$ cat src/rtl/vector_dot_engine_pkg.sv
// Shared definitions for the fixed-point dot-product engine.
//   WORD_W / FRAC_W : operand and result word format (signed Q16.16)
//   ACC_W           : accumulator width, wide enough that no intermediate sum saturates
//   state_e         : engine FSM encoding
//   sat32()         : clamp a 64-bit accumulator into the signed 32-bit result range
package vector_dot_engine_pkg;

    localparam int unsigned WORD_W = 32;
    localparam int unsigned FRAC_W = 16;
    localparam int unsigned ACC_W  = 64;

    typedef enum logic [1:0] {
        StIdle   = 2'd0,
        StAccum  = 2'd1,
        StFinish = 2'd2,
        StDone   = 2'd3
    } state_e;

    localparam logic signed [ACC_W-1:0] SatMax = 64'sh0000_0000_7FFF_FFFF;
    localparam logic signed [ACC_W-1:0] SatMin = 64'shFFFF_FFFF_8000_0000;

    function automatic logic [WORD_W-1:0] sat32(input logic signed [ACC_W-1:0] x);
        if (x > SatMax) begin
            return 32'h7FFF_FFFF;
        end else if (x < SatMin) begin
            return 32'h8000_0000;
        end else begin
            return x[WORD_W-1:0];
        end
    endfunction

endpackage

$ cat src/rtl/vector_dot_engine_fxp_mul.sv
// Combinational signed Q16.16 multiplier lane.
//   a_i, b_i : signed Q16.16 operands
//   p_o      : full 64-bit product arithmetically shifted right by FRAC_W (rounds toward -inf)
module fxp_mul_q16
    import vector_dot_engine_pkg::*;
(
    input  logic signed [WORD_W-1:0] a_i,
    input  logic signed [WORD_W-1:0] b_i,
    output logic signed [ACC_W-1:0]  p_o
);

    logic signed [ACC_W-1:0] a_ext;
    logic signed [ACC_W-1:0] b_ext;
    logic signed [ACC_W-1:0] full;

    // Sign-extend first so the 64-bit product of two 32-bit values is exact.
    assign a_ext = ACC_W'(a_i);
    assign b_ext = ACC_W'(b_i);
    assign full  = a_ext * b_ext;
    assign p_o   = full >>> FRAC_W;

endmodule

$ cat src/rtl/vector_dot_engine.sv
// Fixed-point dot-product engine.
//   clk, rst : clock and synchronous active-high reset
//   A, B     : operand vectors, element i at [32*i +: 32], signed Q16.16
//   vlen     : element count, clamped to BUFLEN
//   start    : request pulse, accepted only in idle/done
//   busy     : request in progress
//   result   : saturated signed Q16.16 dot product, valid while done
//   done     : held until the next accepted start or reset
module vector_dot_engine
    import vector_dot_engine_pkg::*;
#(
    parameter int unsigned BUFLEN    = 3,
    parameter int unsigned MOD_COUNT = 1
) (
    input  logic                     clk,
    input  logic                     rst,
    input  logic [WORD_W*BUFLEN-1:0] A,
    input  logic [WORD_W*BUFLEN-1:0] B,
    input  logic [31:0]              vlen,
    input  logic                     start,
    output logic                     busy,
    output logic [WORD_W-1:0]        result,
    output logic                     done
);

    state_e                    state_q, state_d;
    logic [WORD_W*BUFLEN-1:0]  a_q, a_d;
    logic [WORD_W*BUFLEN-1:0]  b_q, b_d;
    logic [31:0]               v_q, v_d;
    logic [31:0]               idx_q, idx_d;
    logic signed [ACC_W-1:0]   acc_q, acc_d;
    logic [WORD_W-1:0]         result_q, result_d;
    logic                      busy_q, busy_d;
    logic                      done_q, done_d;

    logic [31:0]               v_clamped;
    logic signed [ACC_W-1:0]   lane_p [MOD_COUNT];
    logic signed [ACC_W-1:0]   lane_sum;

    assign v_clamped = (vlen > 32'(BUFLEN)) ? 32'(BUFLEN) : vlen;

    for (genvar j = 0; j < MOD_COUNT; j++) begin : g_lane
        logic [31:0]              pos;
        logic signed [WORD_W-1:0] ea;
        logic signed [WORD_W-1:0] eb;
        logic signed [ACC_W-1:0]  prod;

        assign pos = idx_q + 32'(j);

        // Mux by comparison so lanes running past BUFLEN never index out of range.
        always_comb begin
            ea = '0;
            eb = '0;
            for (int unsigned e = 0; e < BUFLEN; e++) begin
                if (pos == 32'(e)) begin
                    ea = a_q[e*WORD_W +: WORD_W];
                    eb = b_q[e*WORD_W +: WORD_W];
                end
            end
        end

        fxp_mul_q16 u_mul (
            .a_i (ea),
            .b_i (eb),
            .p_o (prod)
        );

        assign lane_p[j] = (pos < v_q) ? prod : '0;
    end

    always_comb begin
        lane_sum = '0;
        for (int unsigned j = 0; j < MOD_COUNT; j++) begin
            lane_sum = lane_sum + lane_p[j];
        end
    end

    always_comb begin
        state_d  = state_q;
        a_d      = a_q;
        b_d      = b_q;
        v_d      = v_q;
        idx_d    = idx_q;
        acc_d    = acc_q;
        result_d = result_q;
        busy_d   = busy_q;
        done_d   = done_q;
        unique case (state_q)
            StIdle, StDone: begin
                if (start) begin
                    a_d     = A;
                    b_d     = B;
                    v_d     = v_clamped;
                    idx_d   = '0;
                    acc_d   = '0;
                    busy_d  = 1'b1;
                    done_d  = 1'b0;
                    state_d = StAccum;
                end
            end
            StAccum: begin
                acc_d = acc_q + lane_sum;
                idx_d = idx_q + MOD_COUNT;
                // v=0 still takes one (fully masked) cycle here.
                if (idx_q + MOD_COUNT >= v_q) begin
                    state_d = StFinish;
                end
            end
            StFinish: begin
                result_d = sat32(acc_q);
                done_d   = 1'b1;
                busy_d   = 1'b0;
                state_d  = StDone;
            end
            default: state_d = StIdle;
        endcase
    end

    always_ff @(posedge clk) begin
        if (rst) begin
            state_q  <= StIdle;
            a_q      <= '0;
            b_q      <= '0;
            v_q      <= '0;
            idx_q    <= '0;
            acc_q    <= '0;
            result_q <= '0;
            busy_q   <= 1'b0;
            done_q   <= 1'b0;
        end else begin
            state_q  <= state_d;
            a_q      <= a_d;
            b_q      <= b_d;
            v_q      <= v_d;
            idx_q    <= idx_d;
            acc_q    <= acc_d;
            result_q <= result_d;
            busy_q   <= busy_d;
            done_q   <= done_d;
        end
    end

    assign busy   = busy_q;
    assign result = result_q;
    assign done   = done_q;

endmodule

$ cat config.mk
export PLATFORM = sky130hd
export DESIGN_NAME = vector_dot_engine
export DESIGN_NICKNAME = d
export VERILOG_FILES = /design/src/rtl/vector_dot_engine_pkg.sv /design/src/rtl/vector_dot_engine_fxp_mul.sv /design/src/rtl/vector_dot_engine.sv
export SDC_FILE = /design/constraint.sdc
export NUM_CORES = 2
export LEC_CHECK = 0
export BUFFER_PORTS_ARGS = -buffer_cell sky130_fd_sc_hd__buf_2
export CORE_MARGIN = 5
export CORE_UTILIZATION = 59
export CTS_CLUSTER_DIAMETER = 80
export DETAILED_ROUTE_END_ITERATION = 10
export PLACE_DENSITY = 0.87
export SLEW_MARGIN = 25
export SYNTH_ARGS = -nofsm -noshare
export SYNTH_HDL_FRONTEND = slang
export SYNTH_HIERARCHICAL = 1
export SYNTH_SLANG_ARGS = --single-unit
$ cat constraint.sdc
create_clock -name clk -period 13.1 [get_ports clk]
set_input_delay 2.62 -clock clk [delete_from_list [all_inputs] [get_ports clk]]
set_output_delay 2.62 -clock clk [all_outputs]
set_load 0.05 [all_outputs]
==> flow_metrics.env <==
export IMPL_status="completed"
export IMPL_cp_start_kind="register"
export IMPL_wl_per_cell_microns=20.0
export IMPL_slowest_delay_ns=0.56
export IMPL_grt_usage_pct=30.5
export IMPL_rows=112
export IMPL_path_buf_inv=9
export IMPL_drive_above_1_share_pct=9.43
export IMPL_worst_r2r_setup_slack_ns=0.28
export IMPL_grt_pass1_vias=48200
export IMPL_grt_max_degree=121
export IMPL_synthFlopType="dfxtp_1"
export IMPL_cp_data_arrival_time_ns=13.27
export IMPL_ys_warn_count=6
export IMPL_worstSetupPathType="reg2reg"
export IMPL_synth_area_top_cells="fa_1, dfxtp_1, inv_1"
export IMPL_cpMaxStageDelayCell="fa_1"
export IMPL_wl_met2_microns=76000
export IMPL_wl_met1_microns=57200
export IMPL_crit_path_frequent_cell="fa_1"
export IMPL_path_max_fanout=23
export IMPL_dr_pass1_iters=7
export IMPL_tightest_slew_ns=1.08
export IMPL_hold_path_class="reg2reg"
export IMPL_cts_buffers=37
export IMPL_start_util_pct=59.5
export IMPL_synth_cell_types=82
export IMPL_fmax_mhz=78.0
export IMPL_cts_num_sinks=356
export IMPL_clk_latency_ns=0.59
export IMPL_path_clk_slew_ns=0.07
export IMPL_min_period_ns=12.82
export IMPL_top_layer="met5"
export IMPL_drcViolationCount=0
export IMPL_root_buffer="clkbuf_16"
export IMPL_syn_num_nets=8093
export IMPL_synth_area_leader_cell="fa_1"
export IMPL_grt_antenna_before_repair=3
export IMPL_dr_wl_met3_microns=15300
export IMPL_fp_dieArea_sq_um=101000
export IMPL_synth_top_cell_area_share_pct=38.9
export IMPL_crit_family="adder cells"
export IMPL_routabilityCongestion=0.965
export IMPL_synthArstFlopShare_pct=0
export IMPL_dpl_hpwl_microns=123000
export IMPL_syn_area_sq_um=55600
export IMPL_numPortBuffers=260
export IMPL_avgSynthCellArea_sq_um=8.60
export IMPL_grt_pass1_wl_microns=248000
export IMPL_ys_ff_latch=356
export IMPL_syn_inst=6470
export IMPL_finalSetupViolations=0
export IMPL_routed_wl_microns=157000
export IMPL_drv_slew=0
export IMPL_end_kind="register"
export IMPL_setup_ws_ns=0.283
export IMPL_leakage_nw=30.0
export IMPL_drt_vias_per_instance=5.88
export IMPL_first_iter_violations=5170
export IMPL_tns_ns=0
export IMPL_cts_tree="done"
export IMPL_fin_worst_skew_ns=0.0438
export IMPL_ir_worst_vdd_uv=174
export IMPL_power_w=0.0121
export IMPL_synth_edf_count=0
export IMPL_fin_util_pct=64.8
export IMPL_relSlewSlack_pct=28.3
export IMPL_die_y_microns=317
export IMPL_synth_seq_area_share_pct=12.8
export IMPL_clk_path_buf_depth=3
export IMPL_final_nets=8182
export IMPL_ant_nets=0
export IMPL_hold_viol_final=0
export IMPL_fp_dieW_microns=317
export IMPL_grt_overflow=0
export IMPL_drv_cap=0
export IMPL_ios=261
export IMPL_via_count=46100
export IMPL_worstPathRequired_ns=13.55
export IMPL_ctsHtreeMaxLevel=2
export IMPL_period_share_pct=97.8
export IMPL_place_ws_ns=0.0552
export IMPL_cellPowerDensity_nw_per_um2=200
export IMPL_area_growth_pct=8.84
export IMPL_core_sq_um=93500
## layout by cell type (no fill, tap or decap), types with 17 or more instances in the layout
master | synthesis | routed
inv_1 | 1133 | 1133
nand2_1 | 1094 | 1093
fa_1 | 1082 | 1082
and2_1 | 581 | 577
dfxtp_1 | 356 | 356
a21oi_1 | 338 | 333
ha_1 | 314 | 314
buf_2 | 4 | 259
nor2_1 | 195 | 194
buf_4 | 18 | 147
a22oi_1 | 114 | 113
o21ai_0 | 158 | 92
a21o_1 | 89 | 89
xnor2_1 | 87 | 87
nor3_1 | 63 | 62
xor2_1 | 57 | 57
nand4_1 | 52 | 52
a211oi_1 | 43 | 43
nand3_1 | 41 | 41
o21ai_2 | 3 | 38
clkbuf_16 | 0 | 38
o21ai_4 | 0 | 30
o21ai_1 | 23 | 25
o21a_1 | 22 | 22
nor4_1 | 24 | 21
and3_1 | 20 | 20
o21bai_1 | 20 | 20
nor2b_1 | 18 | 18
nand2b_1 | 17 | 17
## worst reg2reg max path: cells and delay by family, from the launching register on
kind,cells,cell delay [ns]
adders and majority gates,10,4.96
AOI/OAI and AO/OA,15,3.59
and+or+nand+nor,9,2.01
buffers and inverters,9,1.27
xor gates and xnor gates,2,0.45
DFF,1,0.41
## synth_stat cells, types with 4 or more instances
cell type  count
and3_1        20
nor3_1        63
fa_1        1082
nand2b_1      17
xnor2_1       87
o21ai_0      158
clkbuf_1     347
a21o_1        89
nor4_1        24
o21a_1        22
nor2b_1       18
nand3_1       41
o31ai_1        5
buf_1         16
a221oi_1       9
o21ai_1       23
a22oi_1      114
or2_2          4
o211ai_1       8
a211oi_1      43
inv_1       1133
nand2_1     1094
and2_1       581
and4_1         7
buf_2          4
xor2_1        57
a32oi_1        5
ha_1         314
dfxtp_1      356
a211o_1        4
nor2_1       195
a311oi_1       4
o21bai_1      20
a31oi_1       16
nand4_1       52
or3_1          9
buf_4         18
a21oi_1      338
## stage by stage
stage	area, sq um	hold WS (ns)	std cells
floorplan	55600	0.436	6470
global route	60500	0.470	7840
detailed placement	58400	0.447	7738
global placement	58400	0.442	7736
finish	60500	0.456	7842
CTS	59800	0.455	7804
## kinds of logic (layout without fill, tap and decap cells)
logic type,after synthesis,in the layout,synth area share (%)
other cells,0,2,0
simple gates,2145,2146,18.2
xor+xnor,144,144,2.27
mux,3,3,0.0540
flops,356,356,12.8
compound gates,899,900,10.1
buf+inv,1527,1641,10.6
fa+ha+maj,1396,1396,46.0
## where the power goes
group	internal [W]	leakage [nW]	switching, W
Sequential	0.00132	2.90	0.000190
Clock	0.000682	0.641	0.000503
Combinational	0.00345	26.5	0.00596
Total	0.00545	30.0	0.00665
## worst paths after layout
kind              startpoint   endpoint  depth (start not counted)
setup / recovery   idx_q[25]  acc_q[60]                         45
hold / removal       b_q[74]    b_q[74]                          2
setup reg to reg   idx_q[25]  acc_q[60]                         45
hold reg to reg      b_q[74]    b_q[74]                          2
## flip-flops by register name (all words and copies together) (netlist names)
name     count
a_q         96
acc_q       64
b_q         96
busy         1
done         1
idx_q       32
result      32
state_q      2
v_q         32
## routing by layer
layer | global-route usage [%] | vias up
li1 | - | 20000
met1 | 39.0 | 22800
met2 | 51.3 | 2663
met3 | 6.33 | 618
met4 | 12.4 | 2
met5 | 0 | -
## cell type report
class / instances / area, sq um
antenna: 2 / 5.00
clock buffer: 43 / 968
clock inverter: 23 / 372
fill: 6914 / 32900
inverter: 1133 / 4250
multi-input combinational: 4589 / 43200
sequential: 356 / 7130
tap: 1254 / 1570
timing repair buffer: 442 / 3030
## what timing repair did
action,in CTS,in global routing
pin swaps,0,17
gates resized for setup,2,57
buffers inserted,0,31
setup endpoints to repair,5,26
hold buffers,0,0
gates cloned,0,3
Power figures use the tool's default switching activity.
